## config.mk

```make
export PLATFORM = sky130hd
export DESIGN_NAME = uart_rx
export DESIGN_NICKNAME = d
export VERILOG_FILES = /design/src/rtl/uart_pkg.sv /design/src/rtl/uart_baud_tick.sv /design/src/rtl/uart_rx.sv
export SDC_FILE = /design/constraint.sdc
export NUM_CORES = 1
export LEC_CHECK = 0
export CAP_MARGIN = 20
export CORE_ASPECT_RATIO = 1.75
export CORE_UTILIZATION = 50
export DETAILED_ROUTE_END_ITERATION = 16
export GPL_TIMING_DRIVEN = 0
export PLACE_DENSITY = 0.75
export SLEW_MARGIN = 20
export SYNTH_ARGS = -nofsm -noshare
export SYNTH_HDL_FRONTEND = slang
export SYNTH_SLANG_ARGS = --single-unit
export TNS_END_PERCENT = 50
```

## constraint.sdc

```tcl
create_clock -name clk -period 2.23 [get_ports clk]
set_input_delay 0.3345 -clock clk [delete_from_list [all_inputs] [get_ports clk]]
set_output_delay 0.3345 -clock clk [all_outputs]
set_load 0.05 [all_outputs]
```

## src/rtl/uart_pkg.sv

```systemverilog
// rtl/uart_pkg.sv - shared UART state encodings, frame constants and baud divider helper
//
// Contents:
//   DATA_BITS      payload bits per frame
//   rx_state_t     receiver FSM states IDLE/START/DATA/STOP
//   tx_state_t     transmitter FSM states TX_IDLE/TX_START/TX_DATA/TX_STOP
//   calc_tick_div  system clocks per sample tick, truncated, never below 1
package uart_pkg;

  localparam int DATA_BITS = 8;

  typedef enum logic [1:0] {
    IDLE,
    START,
    DATA,
    STOP
  } rx_state_t;

  typedef enum logic [1:0] {
    TX_IDLE,
    TX_START,
    TX_DATA,
    TX_STOP
  } tx_state_t;

  function automatic int calc_tick_div(input int clk_hz, input int baud, input int oversample);
    int div;
    div = clk_hz / (baud * oversample);
    return (div < 1) ? 1 : div;
  endfunction

endpackage

```

## src/rtl/uart_baud_tick.sv

```systemverilog
// rtl/uart_baud_tick.sv - sample tick generator, one clk pulse every TICK_DIV clocks
//
// Ports:
//   clk   system clock
//   rst   synchronous active-high reset
//   clr   holds the divider at zero; the first tick comes TICK_DIV clocks after release
//   tick  one-clk pulse every TICK_DIV clocks while clr is low
module uart_baud_tick
  import uart_pkg::*;
#(
  parameter int CLK_HZ     = 50_000_000,
  parameter int BAUD       = 115200,
  parameter int OVERSAMPLE = 16
) (
  input  logic clk,
  input  logic rst,
  input  logic clr,
  output logic tick
);

  localparam int TICK_DIV = calc_tick_div(CLK_HZ, BAUD, OVERSAMPLE);
  localparam int CW       = (TICK_DIV > 1) ? $clog2(TICK_DIV) : 1;
  localparam logic [CW-1:0] LAST = CW'(TICK_DIV - 1);

  logic [CW-1:0] cnt;

  always_ff @(posedge clk) begin
    if (rst || clr) begin
      cnt <= '0;
    end else if (cnt == LAST) begin
      cnt <= '0;
    end else begin
      cnt <= cnt + CW'(1);
    end
  end

  assign tick = !clr && (cnt == LAST);

endmodule

```

## src/rtl/uart_rx.sv

```systemverilog
// rtl/uart_rx.sv - 8N1 UART receiver, 16x oversampled, valid/ack byte handshake
//
// Ports:
//   clk        system clock
//   rst        synchronous active-high reset
//   rx_in      asynchronous serial line, idle high
//   rx_data    last good received byte, LSB received first
//   rx_valid   high while rx_data holds an unacknowledged byte
//   rx_ack     consumer acknowledge, clears rx_valid
//   frame_err  one-clk pulse when the stop bit is sampled low
//   overrun    one-clk pulse when a byte completes over an unacknowledged one
//   busy       high from start-edge detection until the stop-bit sample
module uart_rx
  import uart_pkg::*;
#(
  parameter int CLK_HZ     = 50_000_000,
  parameter int BAUD       = 115200,
  parameter int OVERSAMPLE = 16
) (
  input  logic       clk,
  input  logic       rst,
  input  logic       rx_in,
  output logic [7:0] rx_data,
  output logic       rx_valid,
  input  logic       rx_ack,
  output logic       frame_err,
  output logic       overrun,
  output logic       busy
);

  localparam int TW = $clog2(OVERSAMPLE);
  localparam int BW = $clog2(DATA_BITS);
  localparam logic [TW-1:0] MID_TICK  = TW'(OVERSAMPLE / 2 - 1);
  localparam logic [TW-1:0] LAST_TICK = TW'(OVERSAMPLE - 1);
  localparam logic [BW-1:0] LAST_BIT  = BW'(DATA_BITS - 1);

  rx_state_t state, state_next;

  logic                 rx_meta, rxs;
  logic                 tick;
  logic [TW-1:0]        tick_cnt;
  logic [BW-1:0]        bit_idx;
  logic [DATA_BITS-1:0] shift_reg;
  logic                 armed;
  logic                 commit;

  logic start_det, mid_start, data_smp, stop_smp;

  // Two-flop synchroniser; resets to the idle level so reset never fakes a start edge.
  always_ff @(posedge clk) begin
    if (rst) begin
      rx_meta <= 1'b1;
      rxs     <= 1'b1;
    end else begin
      rx_meta <= rx_in;
      rxs     <= rx_meta;
    end
  end

  // Divider is held in IDLE so tick phase is referenced to the detected falling edge.
  uart_baud_tick #(
    .CLK_HZ     (CLK_HZ),
    .BAUD       (BAUD),
    .OVERSAMPLE (OVERSAMPLE)
  ) u_tick (
    .clk  (clk),
    .rst  (rst),
    .clr  (state == IDLE),
    .tick (tick)
  );

  always_ff @(posedge clk) begin
    if (rst) begin
      state <= IDLE;
    end else begin
      state <= state_next;
    end
  end

  always_comb begin
    state_next = state;
    start_det  = 1'b0;
    mid_start  = 1'b0;
    data_smp   = 1'b0;
    stop_smp   = 1'b0;
    case (state)
      IDLE: begin
        // armed is the previous idle-state rxs, so only a fresh 1->0 edge starts a frame
        if (armed && !rxs) begin
          start_det  = 1'b1;
          state_next = START;
        end
      end
      START: begin
        if (tick && tick_cnt == MID_TICK) begin
          mid_start  = 1'b1;
          state_next = rxs ? IDLE : DATA;
        end
      end
      DATA: begin
        if (tick && tick_cnt == LAST_TICK) begin
          data_smp = 1'b1;
          if (bit_idx == LAST_BIT) begin
            state_next = STOP;
          end
        end
      end
      STOP: begin
        if (tick && tick_cnt == LAST_TICK) begin
          stop_smp   = 1'b1;
          state_next = IDLE;
        end
      end
      default: state_next = IDLE;
    endcase
  end

  always_ff @(posedge clk) begin
    if (rst) begin
      tick_cnt  <= '0;
      bit_idx   <= '0;
      shift_reg <= '0;
      armed     <= 1'b0;
      busy      <= 1'b0;
      commit    <= 1'b0;
    end else begin
      commit <= 1'b0;

      if (state == IDLE) begin
        armed <= rxs;
      end

      if (start_det) begin
        tick_cnt <= '0;
        busy     <= 1'b1;
      end else if (mid_start) begin
        tick_cnt <= '0;
        bit_idx  <= '0;
        if (rxs) begin
          busy <= 1'b0;
        end
      end else if (tick) begin
        tick_cnt <= (tick_cnt == LAST_TICK) ? '0 : tick_cnt + TW'(1);
      end

      if (data_smp) begin
        shift_reg[bit_idx] <= rxs;
        bit_idx            <= (bit_idx == LAST_BIT) ? '0 : bit_idx + BW'(1);
      end

      if (stop_smp) begin
        busy   <= 1'b0;
        commit <= rxs;
      end
    end
  end

  // A committing byte takes priority over a same-cycle ack, which then counts as consumed.
  always_ff @(posedge clk) begin
    if (rst) begin
      rx_data   <= '0;
      rx_valid  <= 1'b0;
      frame_err <= 1'b0;
      overrun   <= 1'b0;
    end else begin
      frame_err <= stop_smp && !rxs;
      overrun   <= commit && rx_valid && !rx_ack;
      if (commit) begin
        rx_data  <= shift_reg;
        rx_valid <= 1'b1;
      end else if (rx_ack) begin
        rx_valid <= 1'b0;
      end
    end
  end

endmodule

```

==> metrics.yaml, run 1 <==
outcome: "complete, no violations"
cts-root-buf: "clkbuf_8"
fin_crit_ns: 1.78
p_total_mw: 1.29
final_area_sq_mm: 0.00199
rows: 27
grtUsageMet2_pct: 37.9
async_flop_share_pct: 0
firstDrtPassIters: 4
startpoint_type: "register"
regToRegSetupSlack_ns: 0.49
synthMuxAreaShare_pct: 10.1
setup_tns_ns: 0
met1_usage_pct: 22.4
worstSkewPairLatency_ns: 0.29
crit_type: "reg -> out"
crit_chain: "clkdlybuf4s50_1"
period_share_pct: 80.0
syn-cell-area_sq_mm: 0.00168
syn2layout_area_growth_pct: 18.4
drt_iter0_markers: 22
slowest_stage: "clkdlybuf4s50_1"
synth_compound_area_share_pct: 7.65
ys_types: 37
setup_viol: 0
nNetsFinal: 203
via_per_inst: 5.44
dpl_worst_slack_ns: 0.359
yosys_warnings: 0
vias: 1294
layout.cells.most_common: "dfxtp_1"
post_cts_resized: 0
synthesis.nets: 181
synth_simple_gate_area_share_pct: 27.1
crit_fanout: 3
cp.arrival_ns: 1.45
dpl.hpwl_mm: 2.43
cpPeakStageDelay_ns: 0.81
worst-path-buf-inv: 1
syn_inst: 172
clkTransAtPathRegs_ns: 0.07
end_kind: "output pin"
die_x_um: 45.9
leakage_nw: 0.785
grt_pass1_wl_mm: 5.71
cts_tree: "yes"
ios: 16
htreeDepth: 2
maxCapViolations: 0
postCtsSetupBuffers: 0
worst_pin_slew_ns: 0.620
antenna_found_initial: 0
multi_input_area_sq_um: 871
synthAdderAreaFrac_pct: 3.71
hold_viol: 0
power_density_mw_per_mm2: 647
syn_area_per_cell_sq_um: 9.79
cts_hold_buffers: 0
die_y_um: 78.8
final_cell_mix: "38 x dfxtp_1, 28 x nor2_1, 17 x mux2i_1, 15 x clkdlybuf4s50_1, 10 x nand2_1"
remaining_drc_errors: 0
core-area_sq_mm: 0.00318
fill_cells: 296
wl_mm: 3.27
hp-class: "reg -> reg"
cp_top_family: "buffers and inverters"
grt_pass1_vias: 1317
rsz0062_at_grt: "false"
busiest_layer: "met2"
cts_buffers: 5
synth_top_family_by_area: "simple AND/OR/NAND/NOR gates"
initial_utilization_pct: 53.0
fin_ws_ns: 0.446
gp_congestion: 0.918
clockBufferDepth: 2
clock_skew_ns: 0.00139
insertedDiodeCount: 0
wl_per_cell_um: 13.7
regArea_sq_um: 761
synth_edf_count: 0
grtUsageMet3_pct: 4.77
cts.sinks: 38
die_area_sq_mm: 0.00361
peakVddDrop_mv: 0.572
gr-usage-all-layers_pct: 21.4
synth-seq-cells: 38
ys_seq_area_share_pct: 45.2
drive_gt1_share_pct: 11.3
ant_nets: 0
synth_xor_area_share_pct: 3.12
relSlewSlack_pct: 58.6
port_buffers: 15
dpl_cell_area_sq_mm: 0.00189
final_core_util_pct: 62.8
synthFlopType: "dfxtp_1"
drv_slew: 0
grt_max_degree: 12
cp.required_ns: 1.90
grt_overflow: 0
max_freq_ghz: 0.560
## Yosys cell counts, types with 4 or more instances
cell / instances / area share [%]
nand2b_1: 7 / 2.6
nand2_1: 10 / 2.2
nand3_1: 7 / 2.1
or2_2: 4 / 1.5
mux2i_1: 17 / 10
a311oi_1: 4 / 2.1
a21oi_1: 4 / 1.2
nor4_1: 4 / 1.5
ha_1: 5 / 3.7
dfxtp_1: 38 / 45
nor2_1: 28 / 6.2
clkbuf_1: 4 / 0.89
inv_1: 4 / 0.89
## kinds of logic after synthesis
kind of cell / count (synthesis)
AND/OR/NAND/NOR: 77
flip-flops: 38
AO/OA/AOI/OAI: 17
multiplexers: 17
buffers and inverters: 12
XOR/XNOR: 6
adder cells (fa/ha/maj): 5
## stage by stage
| step | hold slack [ns] | cells |
|---|---|---|
| after global routing | 0.474 | 238 |
| after detailed placement | 0.411 | 230 |
| after floorplan | 0.389 | 172 |
| after CTS | 0.431 | 238 |
| final | 0.426 | 238 |
| after global placement | 0.396 | 230 |
## metal layers
metal	wire, um	part of all wire, %
met5	0	0
met2	1840	56
met3	113	3.5
met1	1270	39
met4	52	1.6
## worst paths after layout
kind,startpoint,endpoint,depth (start not counted)
worst max-delay path,rx_valid,rx_valid,1
worst min-delay path,rx_meta,rxs,1
worst max register to register,u_tick.cnt[0],shift_reg[6],6
worst min register to register,rx_meta,rxs,1
## area by class of cell
cell class / instances / area share, %
Inverter: 4 / 0.753
Clock buffer: 7 / 3.83
Sequential cell: 38 / 38.1
Buffer: 8 / 1.88
Clock inverter: 1 / 1.51
Multi-Input combinational cell: 122 / 43.7
Timing Repair Buffer: 15 / 7.53
Tap cell: 43 / 2.70
## power by group
part           switching, mW  internal [mW]  leakage, nW
logic                 0.0253         0.0172        0.425
registers            0.00330          0.683        0.307
clock network          0.227          0.334       0.0524
No activity file was read; power rests on OpenSTA's default activity.
==> inputs of run 2 (changes only) <==
Settings changed: PLACE_DENSITY 0.75 to 0.78.
Clock period 2.23 ns to 1.6 ns, I/O delays scaled along.
==> run 2 against run 1 <==
Cell count rose by 3.4%. Design area rose by 9.7%. Non-clock buffer count rose by 8. Worst hold slack got worse by 0.0099 ns. Setup slack got worse by 0.41 ns. Via count rose by 9.7%. Die area did not move. Critical path type is now reg -> reg. Critical endpoint is now tick_cnt[1]. Largest power group unchanged. Highest routed layer unchanged.
==> metrics.yaml, run 2 (synthesis gave the netlist of run 1 again) <==
outcome: "complete, no violations"
dpl_worst_slack_ns: -0.191  # -0.549 ns
setup_tns_ns: 0  # unchanged
remaining_drc_errors: 0  # unchanged
initial_utilization_pct: 53.0  # unchanged
reg2regPathDepth: 7  # +1
max_freq_ghz: 0.638
dpl_cell_area_sq_mm: 0.00189  # unchanged
seq_power_share_pct: 52.2  # -1.0 points
cts_buffers: 5  # unchanged
cts_tree: "yes"
timing.rr.start: "u_tick.cnt[0]"
grt_pass1_wl_mm: 5.98  # +4.7%
crit_fanout: 4  # +1
clkPwrFrac_pct: 44.1  # +0.6 points
gr-usage-all-layers_pct: 23.0  # +1.6 points
worst-path-buf-inv: 2  # +1
vias: 1419  # +9.7%
cp.arrival_ns: 1.76  # +0.31 ns
ios: 16  # unchanged
die_area_sq_mm: 0.00361  # unchanged
combPwrFrac_pct: 3.6  # +0.3 points
crit_chain: "inv_2 -> ha_4 -> nand4b_4 -> buf_6 -> nor2_2 -> mux2i_1 -> a311oi_1"
regToRegSetupSlack_ns: 0.03  # -0.46 ns
hp-start: "rx_meta"
p_total_mw: 1.83  # +42%
r2r-end: "tick_cnt[1]"
syn2layout_area_growth_pct: 29.9
rows: 27  # unchanged
crit_start: "u_tick.cnt[0]"
hold_viol: 0  # unchanged
port_buffers: 15  # unchanged
cts.sinks: 38  # unchanged
nNetsFinal: 211  # +3.9%
drv_slew: 0  # unchanged
antenna_found_initial: 0  # unchanged
relSlewSlack_pct: 57.6  # -1.0 points
clkTransAtPathRegs_ns: 0.08  # about the same
p_sw_share_pct: 21.5  # +1.7 points
via_per_inst: 5.77  # +6.1%
ant_nets: 0  # unchanged
fin_ws_ns: 0.0331  # -0.413 ns
clock_skew_ns: 0.00669  # +0.00530 ns
cts_hold_buffers: 0  # unchanged
cp.required_ns: 1.79  # -0.11 ns
startpoint_type: "register"
end_kind: "register"
cpPeakStageDelay_ns: 0.33  # -0.48 ns
fin_crit_ns: 1.57
wl_mm: 4.11  # +26%
gp_congestion: 0.914  # -0.45%
final_area_sq_mm: 0.00219  # +9.7%
cp_top_family: "flip-flops"
layoutNonFillerInstCount: 246  # +3.4%
worstHoldEndpoint: "rxs"
die_y_um: 78.8  # unchanged
firstDrtPassIters: 4  # unchanged
drt_iter0_markers: 40  # +82%
drive_gt1_share_pct: 26.1  # +15 points
worstSkewPairLatency_ns: 0.30  # about the same
setup_viol: 0  # unchanged
htreeDepth: 2  # unchanged
wl_per_cell_um: 16.7  # +21%
cts-root-buf: "clkbuf_8"
regArea_sq_um: 773  # +1.6%
grt_max_degree: 13  # +1
dpl.hpwl_mm: 2.55  # +4.9%
worst_pin_slew_ns: 0.636  # +0.0153 ns
final_cell_mix: "30 x dfxtp_1, 26 x nor2_1, 17 x mux2i_1, 12 x dlygate4sd2_1, 10 x nand2_1"
multi_input_area_sq_um: 975  # +12%
crit_type: "reg -> reg"
power_density_mw_per_mm2: 835  # +29%
die_x_um: 45.9  # unchanged
leakage_nw: 0.964  # +23%
core-area_sq_mm: 0.00318  # unchanged
grt_overflow: 0  # unchanged
p_switching_uw: 393  # +53%
insertedDiodeCount: 0  # unchanged
dpl.cell_count: 230  # unchanged
rsz0062_at_grt: "true"
period_share_pct: 97.9
fill_cells: 278  # -6.1%
slowest_stage: "dfxtp_2"
grt_pass1_vias: 1386  # +5.2%
hp-class: "reg -> reg"
peakVddDrop_mv: 0.778  # +36%
layout.cells.most_common: "dfxtp_1"
whs_path_depth: 1  # unchanged
maxCapViolations: 0  # unchanged
clockBufferDepth: 2  # unchanged
intPower_mw: 1.43  # +39%
[run 2: per-layer routing]
metal	share of wire (%)	wire length [um]	up-vias	global-route usage [%]
li1	-	-	668	-
met1	33	1350	689	20.3
met2	59	2420	46	41.4
met3	3.8	155	16	6.82
met5	0	0	-	0
met4	4.4	180	0	14.4
[run 2: power groups by stage]
| stage | Clock [mW] | Sequential [mW] | Combinational, mW |
|---|---|---|---|
| after floorplan | 0 | 0.980 | 0.0360 |
| after global placement | 0 | 0.978 | 0.0585 |
| after detailed placement | 0 | 0.978 | 0.0603 |
| after CTS | 0.807 | 0.956 | 0.0617 |
| after global routing | 0.847 | 0.955 | 0.0722 |
| final | 0.806 | 0.954 | 0.0666 |
[run 2: how the worst max path moves through the flow]
stage | end | depth (start not counted)
detailed placement | rx_data[1] | 4
global placement | rx_data[7] | 4
finish | tick_cnt[1] | 7
floorplan | shift_reg[6] | 6
global route | state[0] | 7
CTS | shift_reg[3] | 5
[run 2: metrics by stage]
stage	utilization, %	hold slack (ns)
after floorplan	-	0.316
after global placement	59.5	0.394
after detailed placement	59.5	0.415
after CTS	65.1	0.428
after global routing	68.9	0.445
final	68.9	0.416
[run 2: timing repair]
action,in CTS,in global routing
gates resized for setup,23,25
pin swaps,3,5
buffers inserted,5,3
setup endpoints to repair,20,23
[run 2: worst register-to-register path, stage by stage, from the launching register on]
cell,delay [ns]
dfxtp_2,0.33
inv_2,0.06
ha_4,0.15
nand4b_4,0.16
buf_6,0.18
nor2_2,0.18
mux2i_1,0.12
a311oi_1,0.29
[run 2: layout make-up]
type	instances	area share (%)
clock inverters	3	1.83
plain buffers	8	2.12
flip-flops and latches	38	35.4
clock buffers	5	3.15
multi-input cells	122	44.6
inverters	4	0.686
well taps	43	2.46
repair buffers	23	9.84
